$ cat src/rtl/pipe_stage_skid.sv
// Pipeline-stage register with a valid/ready handshake, a 2-entry skid buffer,
// flush with bubble insertion and two saturating perf counters (stall, flush).
module pipe_stage_skid #(
  parameter int CTRL_W = 7,
  parameter int DATA_W = 111,
  parameter int CNT_W  = 16
) (
  input  logic              clk,
  input  logic              rst,
  input  logic              flush,
  input  logic              cnt_clr,
  input  logic              in_valid,
  output logic              in_ready,
  input  logic [CTRL_W-1:0] in_ctrl,
  input  logic [DATA_W-1:0] in_data,
  output logic              out_valid,
  input  logic              out_ready,
  output logic [CTRL_W-1:0] out_ctrl,
  output logic [DATA_W-1:0] out_data,
  output logic [CNT_W-1:0]  stall_cnt,
  output logic [CNT_W-1:0]  flush_cnt,
  output logic [1:0]        dbg_state
);

  // Handshake: a transfer happens on a rising edge where valid & ready are both 1.
  // in_ready depends on state only; out_valid never depends on out_ready.
  typedef enum logic [1:0] {
    ST_EMPTY = 2'd0,
    ST_ONE   = 2'd1,
    ST_FULL  = 2'd2
  } state_e;

  localparam logic [CNT_W-1:0] CNT_ONE = CNT_W'(1);

  state_e            state_q, state_d;
  logic [CTRL_W-1:0] main_ctrl_q, main_ctrl_d, skid_ctrl_q, skid_ctrl_d;
  logic [DATA_W-1:0] main_data_q, main_data_d, skid_data_q, skid_data_d;
  logic [CNT_W-1:0]  stall_cnt_q, stall_cnt_d, flush_cnt_q, flush_cnt_d;
  logic              in_fire, out_fire;

  assign in_fire  = in_valid & in_ready;
  assign out_fire = out_valid & out_ready;

  always_ff @(posedge clk or negedge rst) begin
    if (!rst) begin
      state_q <= ST_EMPTY;
    end else begin
      state_q <= state_d;
    end
  end

  always_comb begin
    state_d = state_q;
    if (flush) begin
      state_d = ST_EMPTY;
    end else begin
      case (state_q)
        ST_EMPTY: if (in_fire) state_d = ST_ONE;
        ST_ONE: begin
          if (in_fire && !out_fire)      state_d = ST_FULL;
          else if (!in_fire && out_fire) state_d = ST_EMPTY;
        end
        ST_FULL:  if (out_fire) state_d = ST_ONE;
        default:  state_d = ST_EMPTY;
      endcase
    end
  end

  always_comb begin
    in_ready  = (state_q != ST_FULL);
    out_valid = (state_q != ST_EMPTY);
    out_ctrl  = out_valid ? main_ctrl_q : '0;
    out_data  = main_data_q;
    stall_cnt = stall_cnt_q;
    flush_cnt = flush_cnt_q;
    dbg_state = state_q;
  end

  // Control is zeroed whenever an entry leaves a slot so a stale entry can never
  // reappear as a live bubble; data registers are left alone.
  always_comb begin
    main_ctrl_d = main_ctrl_q;
    main_data_d = main_data_q;
    skid_ctrl_d = skid_ctrl_q;
    skid_data_d = skid_data_q;
    if (flush) begin
      main_ctrl_d = '0;
      skid_ctrl_d = '0;
    end else begin
      case (state_q)
        ST_EMPTY: begin
          if (in_fire) begin
            main_ctrl_d = in_ctrl;
            main_data_d = in_data;
          end
        end
        ST_ONE: begin
          if (in_fire && out_fire) begin
            main_ctrl_d = in_ctrl;
            main_data_d = in_data;
          end else if (in_fire) begin
            skid_ctrl_d = in_ctrl;
            skid_data_d = in_data;
          end else if (out_fire) begin
            main_ctrl_d = '0;
          end
        end
        ST_FULL: begin
          if (out_fire) begin
            main_ctrl_d = skid_ctrl_q;
            main_data_d = skid_data_q;
            skid_ctrl_d = '0;
          end
        end
        default: begin
          main_ctrl_d = '0;
          skid_ctrl_d = '0;
        end
      endcase
    end
  end

  always_comb begin
    stall_cnt_d = stall_cnt_q;
    flush_cnt_d = flush_cnt_q;
    if (cnt_clr) begin
      stall_cnt_d = '0;
      flush_cnt_d = '0;
    end else begin
      if (out_valid && !out_ready && (stall_cnt_q != '1)) stall_cnt_d = stall_cnt_q + CNT_ONE;
      if (flush && (out_valid || in_valid) && (flush_cnt_q != '1)) flush_cnt_d = flush_cnt_q + CNT_ONE;
    end
  end

  always_ff @(posedge clk or negedge rst) begin
    if (!rst) begin
      main_ctrl_q <= '0;
      main_data_q <= '0;
      skid_ctrl_q <= '0;
      skid_data_q <= '0;
      stall_cnt_q <= '0;
      flush_cnt_q <= '0;
    end else begin
      main_ctrl_q <= main_ctrl_d;
      main_data_q <= main_data_d;
      skid_ctrl_q <= skid_ctrl_d;
      skid_data_q <= skid_data_d;
      stall_cnt_q <= stall_cnt_d;
      flush_cnt_q <= flush_cnt_d;
    end
  end

endmodule

$ cat config.mk
export PLATFORM = sky130hd
export DESIGN_NAME = pipe_stage_skid
export DESIGN_NICKNAME = d
export VERILOG_FILES = /design/src/rtl/pipe_stage_skid.sv
export SDC_FILE = /design/constraint.sdc
export NUM_CORES = 1
export LEC_CHECK = 0
export BUFFER_PORTS_ARGS = -buffer_cell sky130_fd_sc_hd__buf_2
export CORE_MARGIN = 5
export CORE_UTILIZATION = 25
export CTS_BUF_LIST = sky130_fd_sc_hd__clkbuf_4
export DETAILED_ROUTE_END_ITERATION = 12
export REMOVE_ABC_BUFFERS = 1
export SYNTH_ARGS = -nofsm -noshare
export SYNTH_HDL_FRONTEND = slang
export SYNTH_SLANG_ARGS = --single-unit
export TNS_END_PERCENT = 100
$ cat constraint.sdc
create_clock -name clk -period 4.1 [get_ports clk]
set_input_delay 0.82 -clock clk [delete_from_list [all_inputs] [get_ports clk]]
set_output_delay 0.82 -clock clk [all_outputs]
set_load 0.02 [all_outputs]
# Yosys cells after proc, flatten, opt, wreduce, memory -nomap -nowiden
# Cells that the tools add are included.
dict set report word_totals {
  ff_bits 270
  latchBits 0
  mem_bits_rw 0
  romBits 0
  out_inout_bits 154
  word_cells 75
  n_memories 0
}
dict set report op_classes {
  add_sub_neg 2
  multipliers 0
  n_div 0
  n_lt_le_gt_ge 0
  eq_ne 16
  shift 0
  muxes 25
  bitwise 4
  reduce_logical 21
}
# op n
set ops {}
lappend ops {{$mux 111} 3}
lappend ops {{$pmux 111 s3} 1}
lappend ops {{$mux 16} 4}
lappend ops {{$mux 7} 9}
lappend ops {{$pmux 7 s3} 2}
lappend ops {{$add 16x1->16 const B} 2}
lappend ops {{$ne 16x16->1 const B} 2}
lappend ops {{$ne 3x3->1 const B} 4}
lappend ops {{$ne 4x4->1 const B} 3}
lappend ops {{$reduce_and 4->1} 3}
lappend ops {{$mux 2} 5}
lappend ops {{$ne 2x2->1 const B} 5}
lappend ops {{$logic_and 1x1->1} 7}
lappend ops {{$pmux 2 s3} 1}
lappend ops {{$reduce_bool 2->1} 3}
lappend ops {{$reduce_and 5->1} 1}
lappend ops {{$logic_not 1->1} 3}
lappend ops {{$reduce_and 3->1} 1}
lappend ops {{$reduce_bool 3->1} 1}
lappend ops {{$and 1x1->1} 2}
lappend ops {{$eq 2x1->1 const B} 1}
lappend ops {{$eq 2x2->1 const B} 1}
lappend ops {{$logic_not 2->1} 1}
lappend ops {{$not 1->1} 2}
lappend ops {{$logic_or 1x1->1} 1}

# Longest topological paths before layout
dict set report logic_depth {
  depth_word 8
  mapped_depth 7
  ltp_nobuf 5
}

# Worst setup path before layout
# OpenSTA, ideal clock, no wires.
dict set report synth_path {
  path_kind {input to register}
  from {in flush}
  to {reg flush_cnt_q[14], in the netlist flush_cnt[14]}
  setup_ps 78
  arrival_time_ps 2302
  t_required_ps 4022
  path_slack_ps 1720
  path_stages 6
  n_path_buf 2
  cell_sequence {buf_4 o31ai_2 or4_1 buf_2 or4_1 a21oi_1}
}
dict set report synth_via {
  elab_chain_len 3
}
# item line
set synth_lines {}
lappend synth_lines {{start: declaration} 10} ;# input logic flush,
lappend synth_lines {{$logic_and 1x1->1 (2 in a row)} 131} ;# if (flush && (out_valid || in_valid) && (flush_cnt_q != '1)) flush_cnt_d = flush_cnt_q + CNT_ONE;
lappend synth_lines {{$reduce_bool 2->1 (no source line)} n/a}
lappend synth_lines {{end signal: assignment} 149} ;# flush_cnt_q <= flush_cnt_d;
lappend synth_lines {{end: declaration} 38} ;# logic [CNT_W-1:0] stall_cnt_q, stall_cnt_d, flush_cnt_q, flush_cnt_d;
# Every way passes these cells.
# A chain may end at the register's enable or synchronous reset.

# Worst setup path after layout
dict set report layout_path {
  from {reg state_q[1], in the netlist dbg_state[1]}
  to {out in_ready}
}
dict set report layout_via {
  elab_chain_len 1
}
# item line
set layout_lines {}
lappend layout_lines {{start: declaration} 35} ;# state_e state_q, state_d;
lappend layout_lines {{start signal: assignment} 48} ;# state_q <= state_d;
lappend layout_lines {{$ne 2x2->1} 70} ;# in_ready = (state_q != ST_FULL);
lappend layout_lines {{end: declaration} 13} ;# output logic in_ready,
# Every way passes these cells.

==> results by group <==
Logic synthesis
  • Post-Syn Instances: 880
  • Post-Syn Area: 12,150 sq um
  • Synth unique cells: 43
  • Synth area leaders: dfrtp_1 56%, mux2_2 31%, buf_2 0.99%
  • Synth async-reset ratio: 100.0%
  • Synth cell count leaders: 337 x mux2_2, 270 x dfrtp_1, 27 x nand2_1
  • Synthesis-stage register bit count: 270
  • Synthesized area per cell: roughly 14 sq um
  • Yosys top cell area share: 55.59%
  • Post-synth top flop: dfrtp_1
  • Number of synthesized flops with an enable pin: 0
  • Most frequent cell after synthesis: mux2_2
  • Post-synthesis sequential area ratio: 55.59%
  • Ys Warns: 0
  • Cell type with the highest aggregate area in the netlist: dfrtp_1

Drt
  • DRC violations left: 0
  • Vias: around 8,400
  • 1st-iter DRT viols: 350
  • TritonRoute pass-1 iters: 4
  • Routed Antenna Nets: 0
  • Final WL: 30,040 microns
  • Post-DR vias/cell: 4.537
  • Wire length per cell: 16.14 microns

Run status
  • Status: complete, no violations

Global route
  • GR Util All Layers: around 11%
  • Largest net degree at the start of global routing: 122
  • Number of global-route vias before repair: 9,147
  • Initial antenna violation count: 11
  • GR Overflow Total: 0
  • First-pass GRT wire length: a little under 50,000 microns

Timing
  • FMAX: 0.3110 GHz
  • Final worst-path cycle share: approximately four fifths
  • Skew final: around 0.036 ns
  • Slew headroom: 36.13%
  • Fin crit period: about 3.2 ns
  • Final setup violation count: 0
  • Fin. Hold Viols: 0
  • RSZ-0062 raised after global routing: false
  • Slew @ Worst Pin: 0.9499 ns
  • Slew Limit Fails: 0

Critical path
  • Worst-path cell chain: nor2b_4 > buf_12 > inv_1 > buf_2
  • Slowest CP cell: dfrtp_1
  • CP Data Required Time: 3.28 ns
  • R2R depth: 5
  • Critical Path Start Type: flip-flop
  • FF-to-FF setup slack: around 1.4 ns
  • Highest cell delay on the worst timing path: 0.59 ns
  • Max FO, Critical Path: ~120
  • Buf/Inv on CP: 3
  • Kind of critical path: reg -> out
  • CP endpoint kind: output port
  • Worst reg2reg startpoint: dbg_state[1]$_DFFE_PN0P_
  • Critical path data arrival time: 2.40 ns
  • R2R Path End: out_data[40]$_DFFE_PN0P_
  • Kind of cell adding the most delay to the critical path: buffers and inverters

Pwr
  • Total power: 7.358 mW
  • Switching pwr: 2.119 mW
  • Cell-internal power: between 5 and 6 mW
  • Combinational Power Share: 19.9%
  • Clock power frac: about a third
  • Worst VDD drop: 0.2905 mV
  • P_leak: between 6 and 7 nW
  • Switching fraction of total power: between 20% and 30%
  • Power Density: 483.3 nW/um^2
  • Sequential power share: a little under half

Cells and area
  • Fin cells: around 1,900
  • Ratio of cells with drive above 1 in the final layout: 60.50%
  • Final net count: 1,326
  • Synthesis-to-layout area growth: 25.25%
  • Fill cells: ~4,900

Placed design
  • Placed cell count: 1,735
  • Post-detail-place hpwl: around 20,000 microns
  • Port Buffers: 277
  • Final GP Congestion: 0.7854

Clocking
  • Clock Latency Late Sink: 0.73 ns
  • CTS buffer count: 78
  • CTS tree: yes
  • Clk slew on worst S/H paths: about 0.050 ns
  • Clock Path Buffers: 3
  • CTS Sinks: 270
  • # resized after CTS: 0
  • Hold-fix buffers at CTS: 0
  • Clock root cell: clkbuf_4
  • Post-CTS setup buffers: 0
  • CTS H-tree depth: 3

Floorplanning
  • # IOs: 278
  • Total core area: 47,950 sq um
  • Die Area: between 50,000 and 60,000 sq um
  • Die width: 230.5 microns
  • Std cell rows: 80
  • Die height: 230.5 microns
  • Initial Utilization: 25.35%

Run
  • Max-Cap Viols: 0

Min path
  • Worst min-delay path category: in -> async
state kept, by name, indices dropped and copies added (netlist names):
signal       count
skid_data_q    111
skid_ctrl_q      7
out_data       111
dbg_state        2
main_ctrl_q      7
stall_cnt       16
flush_cnt       16
worst max path at each step:
stage | from | endpoint | cells past startpoint
floorplan | dbg_state[1]$_DFFE_PN0P_ | out_data[0]$_DFFE_PN0P_ | 4
global placement | in_valid | out_data[16]$_DFFE_PN0P_ | 6
detailed placement | in_valid | out_data[45]$_DFFE_PN0P_ | 6
CTS | dbg_state[1]$_DFFE_PN0P_ | in_ready | 4
global route | dbg_state[1]$_DFFE_PN0P_ | in_ready | 4
finish | dbg_state[1]$_DFFE_PN0P_ | in_ready | 4
cells in the final DEF, fill, tap and decap left out, types with 7 or more instances in the layout:
cell,n
mux2i_1,10
nor2_1,14
nor2b_1,9
dfrtp_1,270
nand2_1,27
clkbuf_4,106
nand4_1,11
diode_2,8
o31ai_1,9
inv_1,13
or4_1,9
a21oi_1,22
nand3_1,7
a22o_1,13
buf_2,276
mux2_2,337
o21ai_0,11
nor3_1,7
or3_1,9
and2_1,7
power by group through the flow:
stage	Sequential (mW)	Clock (mW)	Combinational (mW)
floorplan	3.76	0	0.699
global placement	3.51	0	1.45
detailed placement	3.54	0	1.49
CTS	3.50	2.54	1.50
global route	3.56	2.69	1.59
finish	3.49	2.40	1.47
final cells by class:
cell class	instances	area, sq um	share of cell area [%]
Antenna cell	8	20.02	0.1315
Clock buffer	106	795.8	5.227
Clock inverter	12	108.9	0.7150
Inverter	13	48.80	0.3205
Multi-Input combinational cell	548	5162	33.91
Sequential cell	270	6756	44.38
Tap cell	615	769.5	5.055
Timing Repair Buffer	289	1562	10.26
layer usage:
| layer | global-route usage [%] | part of all wire, % | vias to the layer above |
|---|---|---|---|
| li1 | - | - | 3894 |
| met1 | 13.20 | 40 | 4222 |
| met2 | 18.08 | 48 | 260 |
| met3 | 5.186 | 8.6 | 63 |
| met4 | 4.782 | 2.5 | 4 |
| met5 | 0 | 0.067 | - |
cells by family after synthesis:
kind of cell / count (synthesis) / synth area share, %
fa+ha+maj: 2 / 0.2059
mux: 347 / 32.05
flops: 270 / 55.59
xor+xnor: 1 / 0.07207
compound gates: 78 / 4.437
simple gates: 120 / 5.456
buf+inv: 62 / 2.193
per-stage QoR:
step	setup TNS [ns]	hold WS [ns]	cell area, sq um	utilization [%]	setup WS (ns)
3_3_place_gp	0	0.4806	14300	29.82	0.9883
6_report	0	0.1200	15220	31.75	0.8840
4_1_cts	0	0.01666	15200	31.71	0.6315
3_5_place_dp	0	0.4878	14300	29.82	0.9360
2_1_floorplan	-1067.86	0.4577	11940	-	-8.590
5_1_grt	0	0.07637	15220	31.75	0.5761
(Power assumes the default switching activity.)
